$ cat src/rtl/mux_arb_pkg.sv
// Shared defaults and FSM encoding for the two-lane round-robin byte arbiter.
package mux_arb_pkg;

    localparam int DATA_W_DEF = 8;
    localparam int DEPTH_DEF  = 4;
    localparam int PTR_W      = $clog2(DEPTH_DEF);

    // IDLE: output stage empty; SEND: output stage holds a word (valid_out=1)
    typedef enum logic {
        IDLE = 1'b0,
        SEND = 1'b1
    } arb_state_t;

endpackage

$ cat src/rtl/byte_fifo.sv
// Small per-lane FIFO. The head word is read straight from registered state,
// so a push is never visible to a pop on the same edge. Pushes into a full
// FIFO are ignored here; flagging them is the parent's job.
module byte_fifo #(
    parameter int DATA_W = 8,
    parameter int DEPTH  = 4
) (
    input  logic              f2,
    input  logic              reset,
    input  logic              push,
    input  logic [DATA_W-1:0] din,
    input  logic              pop,
    output logic [DATA_W-1:0] dout,
    output logic              empty,
    output logic              full
);

    localparam int PTR_W = $clog2(DEPTH);

    logic [DATA_W-1:0] mem [DEPTH];
    logic [PTR_W-1:0]  wr_ptr;
    logic [PTR_W-1:0]  rd_ptr;
    logic [PTR_W:0]    count;
    logic              wr_en;
    logic              rd_en;

    assign wr_en = push && !full;
    assign rd_en = pop && !empty;
    assign empty = (count == '0);
    assign full  = (count == (PTR_W+1)'(DEPTH));
    assign dout  = mem[rd_ptr];

    // Storage array: written at the tail, no reset needed
    always_ff @(posedge f2) begin
        if (wr_en) begin
            mem[wr_ptr] <= din;
        end
    end

    // Pointers wrap modulo DEPTH; count tracks occupancy 0..DEPTH
    always_ff @(posedge f2 or posedge reset) begin
        if (reset) begin
            wr_ptr <= '0;
            rd_ptr <= '0;
            count  <= '0;
        end else begin
            if (wr_en) wr_ptr <= wr_ptr + PTR_W'(1);
            if (rd_en) rd_ptr <= rd_ptr + PTR_W'(1);
            case ({wr_en, rd_en})
                2'b10:   count <= count + (PTR_W+1)'(1);
                2'b01:   count <= count - (PTR_W+1)'(1);
                default: count <= count;
            endcase
        end
    end

endmodule

$ cat src/rtl/mux_rr_arbiter.sv
// Round-robin scheduler sharing one registered byte output between two lanes.
// Output handshake: a word transfers on a rising edge where valid_out=1 and
// ready_out=1; while valid_out=1 and ready_out=0, data_out/sel/valid_out hold.
module mux_rr_arbiter
    import mux_arb_pkg::*;
#(
    parameter int DATA_W = DATA_W_DEF,
    parameter int DEPTH  = DEPTH_DEF
) (
    input  logic              f2,
    input  logic              reset,
    input  logic [DATA_W-1:0] data_in0,
    input  logic              valid_in0,
    input  logic [DATA_W-1:0] data_in1,
    input  logic              valid_in1,
    input  logic              ready_out,
    output logic [DATA_W-1:0] data_out,
    output logic              valid_out,
    output logic              sel,
    output logic              full0,
    output logic              full1,
    output logic              err0,
    output logic              err1
);

    arb_state_t        state;
    logic [DATA_W-1:0] dout0;
    logic [DATA_W-1:0] dout1;
    logic              empty0;
    logic              empty1;
    logic              push0;
    logic              push1;
    logic              pop0;
    logic              pop1;
    logic              load;
    logic              gnt_any;
    logic              gnt_lane;
    logic [DATA_W-1:0] head;

    // Pushes are judged against the pre-edge full flag
    assign push0 = valid_in0 && !full0;
    assign push1 = valid_in1 && !full1;

    byte_fifo #(.DATA_W(DATA_W), .DEPTH(DEPTH)) u_fifo0 (
        .f2    (f2),
        .reset (reset),
        .push  (push0),
        .din   (data_in0),
        .pop   (pop0),
        .dout  (dout0),
        .empty (empty0),
        .full  (full0)
    );

    byte_fifo #(.DATA_W(DATA_W), .DEPTH(DEPTH)) u_fifo1 (
        .f2    (f2),
        .reset (reset),
        .push  (push1),
        .din   (data_in1),
        .pop   (pop1),
        .dout  (dout1),
        .empty (empty1),
        .full  (full1)
    );

    // Grant: under contention the lane other than the last one served wins
    always_comb begin
        load     = !valid_out || ready_out;
        gnt_any  = 1'b0;
        gnt_lane = 1'b0;
        if (load) begin
            if (!empty0 && !empty1) begin
                gnt_any  = 1'b1;
                gnt_lane = !sel;
            end else if (!empty0) begin
                gnt_any  = 1'b1;
                gnt_lane = 1'b0;
            end else if (!empty1) begin
                gnt_any  = 1'b1;
                gnt_lane = 1'b1;
            end
        end
    end

    assign pop0 = gnt_any && !gnt_lane;
    assign pop1 = gnt_any && gnt_lane;
    assign head = gnt_lane ? dout1 : dout0;

    // Output FSM with registered data_out/valid_out/sel
    always_ff @(posedge f2 or posedge reset) begin
        if (reset) begin
            state     <= IDLE;
            data_out  <= '0;
            valid_out <= 1'b0;
            sel       <= 1'b1;
        end else begin
            case (state)
                IDLE: begin
                    if (gnt_any) begin
                        data_out  <= head;
                        sel       <= gnt_lane;
                        valid_out <= 1'b1;
                        state     <= SEND;
                    end
                end
                SEND: begin
                    if (ready_out) begin
                        if (gnt_any) begin
                            data_out  <= head;
                            sel       <= gnt_lane;
                            valid_out <= 1'b1;
                        end else begin
                            valid_out <= 1'b0;
                            state     <= IDLE;
                        end
                    end
                end
                default: begin
                    state     <= IDLE;
                    valid_out <= 1'b0;
                end
            endcase
        end
    end

    // Sticky overflow flags: set by a push that arrives while the lane is full
    always_ff @(posedge f2 or posedge reset) begin
        if (reset) begin
            err0 <= 1'b0;
            err1 <= 1'b0;
        end else begin
            if (valid_in0 && full0) err0 <= 1'b1;
            if (valid_in1 && full1) err1 <= 1'b1;
        end
    end

endmodule

$ cat config.mk
export PLATFORM = sky130hd
export DESIGN_NAME = mux_rr_arbiter
export DESIGN_NICKNAME = d
export VERILOG_FILES = /design/src/rtl/mux_arb_pkg.sv /design/src/rtl/byte_fifo.sv /design/src/rtl/mux_rr_arbiter.sv
export SDC_FILE = /design/constraint.sdc
export NUM_CORES = 1
export LEC_CHECK = 0
export BUFFER_PORTS_ARGS = -buffer_cell sky130_fd_sc_hd__buf_2
export CORE_MARGIN = 5
export CORE_UTILIZATION = 31
export CTS_BUF_LIST = sky130_fd_sc_hd__clkbuf_4
export DETAILED_ROUTE_END_ITERATION = 7
export SETUP_SLACK_MARGIN = 0.5
export SYNTH_ARGS = -nofsm -noshare
export SYNTH_HDL_FRONTEND = slang
export SYNTH_SLANG_ARGS = --single-unit
export TNS_END_PERCENT = 10
$ cat constraint.sdc
create_clock -name f2 -period 3.95 [get_ports f2]
set_input_delay 0.1975 -clock f2 [delete_from_list [all_inputs] [get_ports f2]]
set_output_delay 0.1975 -clock f2 [all_outputs]
set_load 0.01 [all_outputs]
; Word level (Yosys, flattened, before mapping)
; Memory sizes are Yosys's and may differ from the RTL's.
; Index checks and enable logic that the tools add are counted.
[classes]
bitwise = 1
mux = 26
addsub = 8
n_reduce_logical = 24
eq_ne = 8
[op_table]
columns = op, n
row1 = $mux W8, 3
row2 = $mux W1, 17
row3 = $pmux W8 S2, 1
row4 = $pmux W3 S2, 2
row5 = $logic_and A1 B1 Y1, 11
row6 = $add A2 B1 Y2 const B, 4
row7 = $logic_not A1 Y1, 7
row8 = $add A3 B1 Y3 const B, 2
row9 = $eq A3 B3 Y1 const B, 2
row10 = $logic_not A3 Y1, 2
row11 = $pmux W1 S2, 3
row12 = $sub A3 B1 Y3 const B, 2
row13 = $eq A2 B1 Y1 const B, 2
row14 = $eq A2 B2 Y1 const B, 2
row15 = $ne A2 B2 Y1 const B, 2
row16 = $reduce_bool A2 Y1, 2
row17 = $reduce_and A2 Y1, 1
row18 = $logic_or A1 B1 Y1, 1
row19 = $not A1 Y1, 1
[word_totals]
ram_bits = 64
memories = 2
inputBits = 21
regBits = 27
[memory_table]
columns = memory, depth, word_bits, read_ports, rd_clocked_by_memory_dff, wr, line_no
row1 = u_fifo0.mem, 4, 8, 1, 0, 1, byte_fifo.sv:20  ; logic [DATA_W-1:0] mem [DEPTH];
row2 = u_fifo1.mem, 4, 8, 1, 0, 1, byte_fifo.sv:20

; Longest topological paths before layout
[logic_depth]
ltp_word = 10
mapped_depth = 10
depth_no_buf = 10

; By module
; From an unflattened synthesis, not the netlist that was laid out.
[unflattened]
hier_cells = 233
area_unflattened_um2 = 3953.8
[by_module_without_submodules]
columns = module, seq_area_each_um2, cells_per_inst, area_each_um2, n_inst
row1 = byte_fifo, 1136.1, 80, 1596.5, 2
row2 = mux_rr_arbiter, 326.6, 73, 760.7, 1

; Worst setup path before layout
; Ideal clock, no wire load.
[synth_path]
path_kind = register to register
startpoint = reg u_fifo0.count[0]
endpoint = reg u_fifo1.count[2]
path_slack_ns = 1.746
synth_period_minus_slack_ns = 2.204
arrival_time_ns = 2.125
setup_ns = 0.079
stages_incl_launch_ff = 11
n_path_buf = 1
cell_sequence = dfrtp_1 > o31ai_1 > nand3_2 > buf_6 > inv_1 > ha_1 > inv_1 > fa_1 > xor2_1 > nor2_1 > xor2_1
[synth_via]
elab_chain_cells = 9
word_cells_on_any_way = 15
cone_classes = eq/ne: 2 / mux: 7 / reduce/logical: 6
[synth_lines]
columns = item, line_no
row1 = "start, declared", byte_fifo.sv:23  ; logic [PTR_W:0] count;
row2 = "start signal, assigned", byte_fifo.sv:50  ; 2'b10: count <= count + (PTR_W+1)'(1);
row3 = "start signal, assigned", byte_fifo.sv:51  ; 2'b01: count <= count - (PTR_W+1)'(1);
row4 = "start signal, assigned", byte_fifo.sv:52  ; default: count <= count;
row5 = $logic_not A3 Y1 (*), byte_fifo.sv:29  ; assign empty = (count == '0);
row6 = $logic_not A1 Y1, mux_rr_arbiter.sv:72  ; if (!empty0 && !empty1) begin
row7 = $logic_and A1 B1 Y1, mux_rr_arbiter.sv:72
row8 = $mux W1, mux_rr_arbiter.sv:72
row9 = $mux W1, mux_rr_arbiter.sv:71  ; if (load) begin
row10 = $logic_and A1 B1 Y1 (*), mux_rr_arbiter.sv:86  ; assign pop1 = gnt_any && gnt_lane;
row11 = $logic_and A1 B1 Y1 (*), byte_fifo.sv:28  ; assign rd_en = pop && !empty;
row12 = via u_fifo1.rd_en, byte_fifo.sv:25  ; logic rd_en;
row13 = $eq A2 B1 Y1 or $eq A2 B2 Y1 (tied branches), byte_fifo.sv:49  ; case ({wr_en, rd_en})
row14 = $pmux W3 S2 or $reduce_bool A2 Y1 (tied branches), --
row15 = "end signal, assigned", byte_fifo.sv:50
row16 = "end signal, assigned", byte_fifo.sv:51
row17 = "end signal, assigned", byte_fifo.sv:52
row18 = "end, declared", byte_fifo.sv:23
; The timed path passes the listed nets; every way through them passes the cells marked *.
; A chain may end at the register's enable or synchronous reset.

; Final worst setup path
; Ends and elaborated chain as after synthesis.

==> impl_metrics.tcl <==
set metrics [dict create \
    fill_cells 1116 \
    outcome "finished clean" \
    nNetsFinal 305 \
    diodes 0 \
    ios 35 \
    grt.total_usage_pct 9.995 \
    drtAntennaViolNets 0 \
    seq_area_frac_synth_pct 69.26 \
    finalHoldWorstSlack_ps 9.102 \
    worst_pin_slew_ps 1111 \
    min_period_ps 2535 \
    synth_top_family_by_area "multiplexers" \
    tritoncts "yes" \
    ctsHoldBuffers 19 \
    required_ps 4310 \
    yosys.area_share.xor_xnor_pct 2.801 \
    cts_resized 0 \
    cts_setup_buffers 0 \
    drv_slew 0 \
    synthDistinctLibCells 36 \
    synth-async-reset-ratio_pct 29.67 \
    cts_buffers 9 \
    wl_per_cell_microns 15.50 \
    synth_area_sq_um 3752 \
    antenna_found_initial 0 \
    drtIter0Drc 95 \
    drive_gt1_share_pct 27.08 \
    layout_commonest_cell "edfxtp_1" \
    grt_pass1_vias 2019 \
    clk_pin_slew_worst_paths_ps 150 \
    grt_pass1_wl_microns 10780 \
    dieArea_sq_um 14400 \
    viasPerCell 4.469 \
    h-tree-depth 3 \
    synthAdderAreaFrac_pct 4.401 \
    ir_drop_mv 0.2121 \
    overflow 0 \
    grt_max_degree 28 \
    fin_util_pct 36.72 \
    port-buffer-count 34 \
    crit_type "reg2reg" \
    place.gp.congestion 0.6878 \
    hold_viol 0 \
    worst_slack_ps 1415 \
    grt_setup_unrepaired "no" \
    cts_buffer_depth 2 \
    clock_latency_ps 440 \
    yosys.area_share.simple_pct 5.535 \
    synth_ff_type "edfxtp_1" \
    max_stage_delay_ps 470 \
    netlist_instances 215 \
    dieHeight_microns 120.0 \
    vias 1895 \
    max_cap_viol_count 0 \
    finalClockSkew_ps 20.55 \
    fin_crit_sh_pct 64.18 \
    most-common-layout-cells "edfxtp_1, buf_2, dfrtp_1, dlygate4sd3_1, mux4_2" \
    synth_edf_count 64 \
    setup_viol 0 \
    synth_mux_area_share_pct 12.60 \
    dp.final_hpwl_microns 4542 \
    worstPathMaxFanout 10 \
    critical_path_arrival_ps 2890 \
    root_buffer "clkbuf_4" \
    worst_path_max_delay_cell "dfrtp_1" \
    synth_compound_area_share_pct 3.134 \
    die_x_microns 120.0 \
    slew_headroom_pct 25.86 \
    setup_tns_ps 0 \
    hp-class "in2async" \
    dp_slack_ps 1425 \
    p_leak_uw 0.001686 \
    synth_seq_cells 91 \
    dr.pass1.iters 4 \
    syn_nets 248 \
    syn_to_final_growth_pct 17.04 \
    ys_warn_count 0 \
    avgSynthCellArea_sq_um 17.45 \
    startpoint_type "flop" \
    crit_chain "o31ai_1, nand3_2, inv_1, ha_1, inv_1, fa_1, xor2_1, nor2_1, xor2_1" \
    critPathCaptureType "flop" \
    numClockSinks 91 \
    initial_utilization_pct 31.37 \
    core_area_sq_um 11960 \
    p_per_area_nw_per_um2 675.8 \
    drt-total-wl_microns 6573 \
    max_freq_ghz 0.3944 \
    num_rows 40 \
    route.detailed.drc 0 \
]
[final cells by class]
| cell class | count | area [sq um] | area share, % |
|---|---|---|---|
| Clock buffer | 10 | 75.07 | 1.709 |
| Tap cell | 147 | 183.9 | 4.188 |
| Clock inverter | 6 | 63.81 | 1.453 |
| Multi-Input combinational cell | 106 | 1069 | 24.33 |
| Sequential cell | 91 | 2599 | 59.17 |
| Inverter | 11 | 41.29 | 0.9402 |
| Timing Repair Buffer | 53 | 360.3 | 8.205 |
[layer usage]
| metal | global-route usage [%] | part of all wire (%) |
|---|---|---|
| met1 | 13.10 | 47 |
| met2 | 15.38 | 47 |
| met3 | 4.147 | 5.0 |
| met4 | 2.577 | 0.58 |
| met5 | 0 | 0 |
[worst max-delay path, delay by kind of cell (launching register included)]
family	cells	cell delay (ps)
adder cells (fa/ha/maj)	2	610
flip-flops	1	470
AND/OR/NAND/NOR	2	470
AO/OA/AOI/OAI	1	380
XOR/XNOR	2	290
buffers and inverters	2	230
[report_power, final]
| part | leakage, uW | switching [uW] | internal [uW] | total (uW) |
|---|---|---|---|---|
| registers | 0.000897 | 221 | 1310 | 1530 |
| clock network | 0.0000765 | 315 | 202 | 517 |
| logic | 0.000712 | 443 | 478 | 922 |
| total | 0.00169 | 979 | 1990 | 2970 |
[flip-flops by register name (all words and copies together), names as in the netlist, 2 cells and up]
name,flops
u_fifo0.wr_ptr,2
u_fifo1.mem,32
u_fifo0.rd_ptr,2
u_fifo0.count,3
u_fifo1.count,3
u_fifo1.wr_ptr,2
u_fifo1.rd_ptr,2
u_fifo0.mem,32
data_out,8
[kinds of logic (layout without fill, tap and decap cells)]
| kind of cell | Yosys count | in the layout |
|---|---|---|
| buffers and inverters | 18 | 80 |
| adders and majority gates | 12 | 12 |
| AOI/OAI and AO/OA | 17 | 17 |
| DFF | 91 | 91 |
| and+or+nand+nor | 38 | 38 |
| muxes | 27 | 27 |
| xor gates and xnor gates | 12 | 12 |
[metrics by stage]
stage          total power (uW)  instance area [sq um]  instances
5_1_grt                    3190                   4392        424
6_report                   2968                   4392        424
4_1_cts                    3031                   4392        424
3_3_place_gp               2466                   4063        389
3_5_place_dp               2497                   4063        389
2_1_floorplan              2210                   3752        215
[cell usage after synthesis, types with 4 or more instances]
cell type	number	area share (%)
xnor2_1	8	1.9
edfxtp_1	64	51
mux2i_1	9	2.4
nor2_1	4	0.40
and2_1	8	1.3
o21ai_1	4	0.53
nand2_1	15	1.5
dfrtp_1	26	17
mux4_2	16	9.6
xor2_1	4	0.93
ha_1	10	3.3
inv_1	11	1.1
o21ai_0	5	0.67
[path summary, 6_finish.rpt]
path	slack (ps)	start	to	depth (start not counted)
worst min register to register	470	err1$_DFFE_PP0P_	err1$_DFFE_PP0P_	1
worst max register to register	1410	u_fifo0.count[0]$_DFFE_PP0P_	u_fifo1.count[2]$_DFFE_PP0P_	9
worst max-delay path	1410	u_fifo0.count[0]$_DFFE_PP0P_	u_fifo1.count[2]$_DFFE_PP0P_	9
max in group asynchronous	3250	reset	data_out[4]$_DFFE_PP0P_	2
min in group f2	470	err1$_DFFE_PP0P_	err1$_DFFE_PP0P_	1
worst min-delay path	9	reset	u_fifo1.wr_ptr[1]$_DFFE_PP0P_	2
(Power assumes the default switching activity.)
